`src/rtl/bin2bcd_pkg.sv`:
```
// Shared definitions for the binary-to-BCD converter and the downstream display stage.
//   state_t  : converter FSM state encoding (IDLE, SHIFT)
//   DIGIT_W  : bits per BCD digit
//   BCD_W    : packed BCD width for the default three-digit display
//   pow10()  : 10^n, used to derive the overflow threshold
package bin2bcd_pkg;

  typedef enum logic {
    IDLE  = 1'b0,
    SHIFT = 1'b1
  } state_t;

  localparam int unsigned DIGIT_W    = 4;
  localparam int unsigned DIGITS_DEF = 3;
  localparam int unsigned BCD_W      = DIGIT_W * DIGITS_DEF;

  // 10^n evaluated at elaboration time; 64 bits covers any practical digit count.
  function automatic logic [63:0] pow10(input int unsigned n);
    logic [63:0] r;
    r = 64'd1;
    for (int unsigned i = 0; i < n; i++) begin
      r = r * 64'd10;
    end
    return r;
  endfunction

endpackage

```
`src/rtl/bin2bcd_seq_adj3.sv`:
```
// Double-dabble digit correction: adds 3 to a BCD digit that is 5 or more,
// so the following left shift carries correctly into the next decade.
//   d   : 4-bit BCD digit in
//   q_c : corrected digit (combinational), no carry out
module bcd_adj3 (
  input  logic [3:0] d,
  output logic [3:0] q_c
);

  assign q_c = (d >= 4'd5) ? (d + 4'd3) : d;

endmodule

```
`src/rtl/bin2bcd_seq.sv`:
```
// Sequential binary-to-BCD converter, one input bit per clock (shift-and-add-3).
//   clk, rst_n : rising-edge clock, async active-low reset
//   start, bin : conversion request and value, captured together while idle
//   busy       : conversion in progress
//   done       : one-cycle pulse when bcd/ovf update
//   bcd, ovf   : packed BCD result (digit 0 = units) and overflow flag, held until next done
module bin2bcd_seq
  import bin2bcd_pkg::*;
#(
  parameter int unsigned BIN_W  = 8,
  parameter int unsigned DIGITS = 3
) (
  input  logic                        clk,
  input  logic                        rst_n,
  input  logic                        start,
  input  logic [BIN_W-1:0]            bin,
  output logic                        busy,
  output logic                        done,
  output logic [DIGIT_W*DIGITS-1:0]   bcd,
  output logic                        ovf
);

  localparam int unsigned RES_W = DIGIT_W * DIGITS;
  localparam int unsigned SR_W  = RES_W + BIN_W;
  localparam int unsigned CNT_W = (BIN_W > 1) ? $clog2(BIN_W) : 1;
  localparam logic [63:0] MAX_VAL = pow10(DIGITS) - 64'd1;

  state_t            state, state_nxt;
  logic [SR_W-1:0]   sr, sr_nxt;
  logic [SR_W-1:0]   sr_adj;
  logic [SR_W-1:0]   sr_shl;
  logic [CNT_W-1:0]  cnt, cnt_nxt;
  logic              ovf_pend, ovf_pend_nxt;
  logic              busy_nxt, done_nxt, ovf_nxt;
  logic [RES_W-1:0]  bcd_nxt;

  // Per-digit add-3 on the BCD field; the binary field passes through untouched.
  for (genvar k = 0; k < DIGITS; k++) begin : g_adj
    bcd_adj3 u_adj (
      .d   (sr[BIN_W + DIGIT_W*k +: DIGIT_W]),
      .q_c (sr_adj[BIN_W + DIGIT_W*k +: DIGIT_W])
    );
  end
  assign sr_adj[BIN_W-1:0] = sr[BIN_W-1:0];

  // Carries out of the top digit fall off the end, giving bin mod 10^DIGITS.
  assign sr_shl = {sr_adj[SR_W-2:0], 1'b0};

  // State and output registers.
  always_ff @(posedge clk or negedge rst_n) begin
    if (!rst_n) begin
      state    <= IDLE;
      sr       <= '0;
      cnt      <= '0;
      ovf_pend <= 1'b0;
      busy     <= 1'b0;
      done     <= 1'b0;
      bcd      <= '0;
      ovf      <= 1'b0;
    end else begin
      state    <= state_nxt;
      sr       <= sr_nxt;
      cnt      <= cnt_nxt;
      ovf_pend <= ovf_pend_nxt;
      busy     <= busy_nxt;
      done     <= done_nxt;
      bcd      <= bcd_nxt;
      ovf      <= ovf_nxt;
    end
  end

  // Next-state and next-output logic.
  always_comb begin
    state_nxt    = state;
    sr_nxt       = sr;
    cnt_nxt      = cnt;
    ovf_pend_nxt = ovf_pend;
    busy_nxt     = 1'b0;
    done_nxt     = 1'b0;
    bcd_nxt      = bcd;
    ovf_nxt      = ovf;

    case (state)
      IDLE: begin
        if (start) begin
          sr_nxt       = {{RES_W{1'b0}}, bin};
          cnt_nxt      = CNT_W'(BIN_W - 1);
          ovf_pend_nxt = (64'(bin) > MAX_VAL);
          busy_nxt     = 1'b1;
          state_nxt    = SHIFT;
        end
      end

      SHIFT: begin
        sr_nxt = sr_shl;
        if (cnt == '0) begin
          bcd_nxt   = sr_shl[SR_W-1:BIN_W];
          ovf_nxt   = ovf_pend;
          done_nxt  = 1'b1;
          state_nxt = IDLE;
        end else begin
          cnt_nxt  = cnt - CNT_W'(1);
          busy_nxt = 1'b1;
        end
      end

      default: state_nxt = IDLE;
    endcase
  end

endmodule

```
`config.mk`:
```
export PLATFORM = sky130hd
export DESIGN_NAME = bin2bcd_seq
export DESIGN_NICKNAME = d
export VERILOG_FILES = /design/src/rtl/bin2bcd_pkg.sv /design/src/rtl/bin2bcd_seq_adj3.sv /design/src/rtl/bin2bcd_seq.sv
export SDC_FILE = /design/constraint.sdc
export NUM_CORES = 1
export LEC_CHECK = 0
export CORE_MARGIN = 1.5
export CORE_UTILIZATION = 58
export DETAILED_ROUTE_END_ITERATION = 7
export HOLD_SLACK_MARGIN = 0.02
export PLACE_DENSITY = 0.95
export SETUP_SLACK_MARGIN = 0.05
export SYNTH_ARGS = -nofsm -noshare
export SYNTH_HDL_FRONTEND = slang
export SYNTH_SLANG_ARGS = --single-unit
export TNS_END_PERCENT = 50
```
`constraint.sdc`:
```
create_clock -name clk -period 3.1 [get_ports clk]
set_input_delay 0.62 -clock clk [delete_from_list [all_inputs] [get_ports clk]]
set_output_delay 0.62 -clock clk [all_outputs]
set_load 0.05 [all_outputs]
```
== After elaboration in Yosys (flattened, before gate mapping) ==
Cells that the tools add are included.

* Register bits after elaboration: 37
* Bits of input ports: 11
* Output and inout bits: 15

* Add/sub/neg operators: 4
* Magnitude comparators: 3
* Equality and inequality tests: 2
* Multiplexer cells: 13
* Bitwise operators: 1
* Reductions and logical operators: 3

{| class="wikitable"
|+ Operators by type and width
! cell !! count
|-
| $pmux 20 s2 || 1
|-
| $mux 20 || 1
|-
| $ge 4x3->1 const B || 3
|-
| $mux 3 || 3
|-
| $add 4x2->4 const B || 2
|-
| $mux 4 || 2
|-
| $pmux 3 s2 || 1
|-
| $mux 1 || 4
|-
| $ne 2x2->1 const B || 2
|-
| $reduce_and 2->1 || 2
|-
| $add 3x2->3 const B || 1
|-
| $logic_not 3->1 || 1
|-
| $sub 3x1->3 const B || 1
|-
| $pmux 1 s2 || 1
|-
| $not 1->1 || 1
|}

== Logic depth before layout (Yosys ltp) ==
* Word-level depth: 3
* Mapped depth: 6

== Hierarchy ==
Synthesis repeated with hierarchy kept, for this count alone.

* Cell total of the unflattened synthesis: 156
* Area, all modules: 1790.5 um^2

{| class="wikitable"
|+ Modules (own cells, without submodules)
! module !! times used !! cells each !! area each (um^2)
|-
| bin2bcd_seq || 1 || 108 || 1486.4
|-
| bcd_adj3 || 3 || 16 || 101.3
|}

== Least setup slack after synthesis ==
Ideal clock, no wire load.

* Kind: register -> register
* From: register state
* To: register bcd[0]
* Setup time: 0.125 ns
* Arrival time: 1.370 ns
* Required time: 2.975 ns
* Slack: 1.605 ns
* Cell stages (with the launch flop): 5
* Buffers on the path: 1
* Path through: dfrtp_1 -> buf_4 -> nor2b_4 -> nand2_4 -> mux2_4

* Longest elaborated chain between the ends: 1

{| class="wikitable"
|+ Ends and longest elaborated chain
! item !! RTL line !! text
|-
| start: declaration || bin2bcd_seq.sv:28 || <nowiki>state_t state, state_nxt;</nowiki>
|-
| start signal: assignment || bin2bcd_seq.sv:61 || <nowiki>state <= state_nxt;</nowiki>
|-
| $reduce_and 2->1 (no source line) || n/a ||
|-
| end signal: assignment || bin2bcd_seq.sv:67 || <nowiki>bcd <= bcd_nxt;</nowiki>
|-
| end: declaration || bin2bcd_seq.sv:19 || <nowiki>output logic [DIGIT_W*DIGITS-1:0] bcd,</nowiki>
|}

Every way passes these cells.
A chain may end at the register's enable or synchronous reset.

==> flow_metrics.tcl <==
set metrics [dict create \
    status "completed" \
    crit_start "state$_DFF_PN0_" \
    ys_seq_area_frac 0.488 \
    drt_iter0_drc 22 \
    fp.dieW_um 60.2 \
    place.gp.congestion 0.745 \
    holdBufCountCts 0 \
    syn_inst 176 \
    fin_nets 219 \
    final.setup.worst_slack_ns 0.945 \
    dieArea_sq_um 3620 \
    end_kind "primary output" \
    grt_pass1_wl_um 5460 \
    wirelength_um 3170 \
    die_y_um 60.2 \
    core-area_sq_um 3080 \
    fin_crit_sh 0.695 \
    final_max_slew_viol_count 0 \
    areaGrowthSynthToFinish_pct 16.4 \
    clock_latency_ns 0.35 \
    synth_fp_nets 195 \
    grt_use_total 0.209 \
    crit_family "buffers and inverters" \
    wl_per_cell_um 13.0 \
    reg2reg_slack_ns 1.46 \
    intPower_uw 1370 \
    switching_power_uw 1150 \
    dp_hpwl_um 2240 \
    p_leak_uw 0.00106 \
    worstPathMaxFanout 2 \
    vias_per_cell 5.15 \
    fillers 237 \
    grt_max_degree 38 \
    cts_inserted_buffers 5 \
    relSlewSlack 0.419 \
    tightest_slew_ns 0.869 \
    synth.lib_cells_used.distinct 30 \
    holdWs_ns 0.488 \
    cts_resized 0 \
    clkTransAtPathRegs_ns 0.11 \
    pwr-share-clk 0.110 \
    hp-start "bcd[3]$_DFFE_PN0P_" \
    grt_pass1_vias 1275 \
    postRouteAntennaNets 0 \
    critPathMaxStageDelay_ns 0.81 \
    maxClockFrequency_mhz 464 \
    worstSetupPathType "reg2out" \
    cts_tree "yes" \
    clock_skew_ns 0.0134 \
    peakVddDrop_uv 507 \
    finish.instance_area_sq_um 2210 \
    hp-class "reg2reg" \
    cp_slowest_cell "clkdlybuf4s50_1" \
    via_count 1261 \
    syn_avg_cell_area_sq_um 10.8 \
    maxCapViolCount 0 \
    post_cts_buffers 0 \
    critPathArrivalTime_ns 1.53 \
    pre_cts_ws_ns 0.913 \
    cp.required_ns 2.48 \
    powerDensity_nw_per_um2 1140 \
    tns_ns 0 \
    ys_seq_elements 37 \
    drive_above_1_share 0.139 \
    drc 0 \
    drt_first_pass_iters 4 \
    final-setup-viol-count 0 \
    gr-total-overflow 0 \
    placed_area_sq_um 2140 \
    antenna_found_initial 0 \
    cts_root_buffer "clkbuf_4" \
    ios 26 \
    startpoint_type "flip-flop" \
    rr_startpoint "state$_DFF_PN0_" \
    start_util 0.616 \
    cts.sinks 37 \
    fin_crit_ns 2.15 \
    critPathBufInv 1 \
    port_buffers 24 \
    diodes 0 \
    yosysWarnings 0 \
    rows 20 \
    clk_path_buf_depth 2 \
    p_sw_frac 0.457 \
    rsz0062_at_grt "no" \
    htreeDepth 2 \
    syn_area_sq_um 1900 \
    hold_viol 0 \
    combPwrFrac 0.551 \
    seqPwrFrac 0.340 \
    power_uw 2520 \
    crit_chain "clkdlybuf4s50_1" \
]
-- metal layers --
layer / track usage / vias to the layer above / wire [um]
met5: 0 / - / 0
met4: 0.0857 / 0 / 58
met3: 0.0649 / 6 / 121
met2: 0.377 / 22 / 1650
met1: 0.223 / 594 / 1350
li1: - / 639 / -
-- cells in the final DEF, fill, tap and decap left out, types with 2 or more instances in the layout --
cell,instances
inv_1,11
a21oi_1,8
mux2_2,2
clkbuf_4,5
o21ai_0,12
ha_1,8
dfrtp_1,37
clkdlybuf4s50_1,24
mux2i_1,18
nor2_1,5
nand2b_1,13
nand2_1,20
nor3b_1,4
mux2_4,2
nor3_1,2
a21oi_2,3
o21ai_2,9
buf_4,2
xnor2_1,4
-- cell usage after synthesis --
master	n	area share
o2bb2ai_1	1	0.0046
nor3b_1	4	0.016
nand2b_1	13	0.043
nor2_1	5	0.0099
mux2_4	2	0.016
conb_1	1	0.0020
nand2_1	20	0.040
o21ai_2	9	0.042
ha_1	8	0.053
nand2_4	1	0.0059
buf_6	1	0.0059
mux2i_1	18	0.095
a21oi_1	8	0.021
xnor2_1	4	0.018
buf_2	2	0.0053
o31ai_1	1	0.0040
or2b_1	1	0.0040
clkbuf_8	1	0.0073
nor2b_4	1	0.0073
inv_1	11	0.022
nand3b_1	1	0.0040
clkbuf_1	2	0.0040
o221ai_1	1	0.0046
buf_4	3	0.012
mux2_2	2	0.012
dfrtp_1	37	0.49
nor3_1	2	0.0053
a21oi_2	3	0.014
o21ai_0	12	0.032
and2_1	1	0.0033
-- power by group through the flow --
stage / sequential, uW / clock (uW) / combinational [uW]
after floorplan: 1110 / 0 / 815
after global placement: 850 / 0 / 1320
after detailed placement: 865 / 0 / 1400
after CTS: 856 / 287 / 1400
after global routing: 886 / 299 / 1520
final: 855 / 276 / 1390
-- stage by stage --
stage / util / instances
3_3_place_gp: 0.696 / 237
6_report: 0.717 / 245
5_1_grt: 0.717 / 245
2_1_floorplan: - / 176
4_1_cts: 0.717 / 245
3_5_place_dp: 0.696 / 237
-- cell families after synthesis --
| group | count (synthesis) | synth area share |
|---|---|---|
| DFF | 37 | 0.488 |
| adders and majority gates | 8 | 0.0528 |
| xor gates and xnor gates | 4 | 0.0185 |
| AOI/OAI and AO/OA | 35 | 0.121 |
| and+or+nand+nor | 49 | 0.138 |
| other | 1 | 0.00198 |
| buffers and inverters | 20 | 0.0561 |
| muxes | 22 | 0.123 |
-- final cells by class --
type                            instances  area, sq um  area share
Sequential cell                        37          926       0.420
Clock buffer                            6         51.3      0.0233
Timing Repair Buffer                   26          255       0.116
Multi-Input combinational cell        119          863       0.391
Inverter                               11         41.3      0.0187
Clock inverter                          2         13.8     0.00624
Tap cell                               44         55.1      0.0250
-- worst paths after layout --
path / endpoint / cells past startpoint
worst max-delay path: busy / 1
worst min-delay path: bcd[3]$_DFFE_PN0P_ / 2
worst max register to register: bcd[0]$_DFFE_PN0P_ / 4
worst min register to register: bcd[3]$_DFFE_PN0P_ / 2
max in group asynchronous: sr[14]$_DFFE_PN0P_ / 2
min in group asynchronous: bcd[11]$_DFFE_PN0P_ / 2
-- state kept, by name, summed over array words and instances (netlist names) --
register and count:
state 1, cnt 3, bcd 12, done 1
sr 20
(Power assumes the default switching activity.)
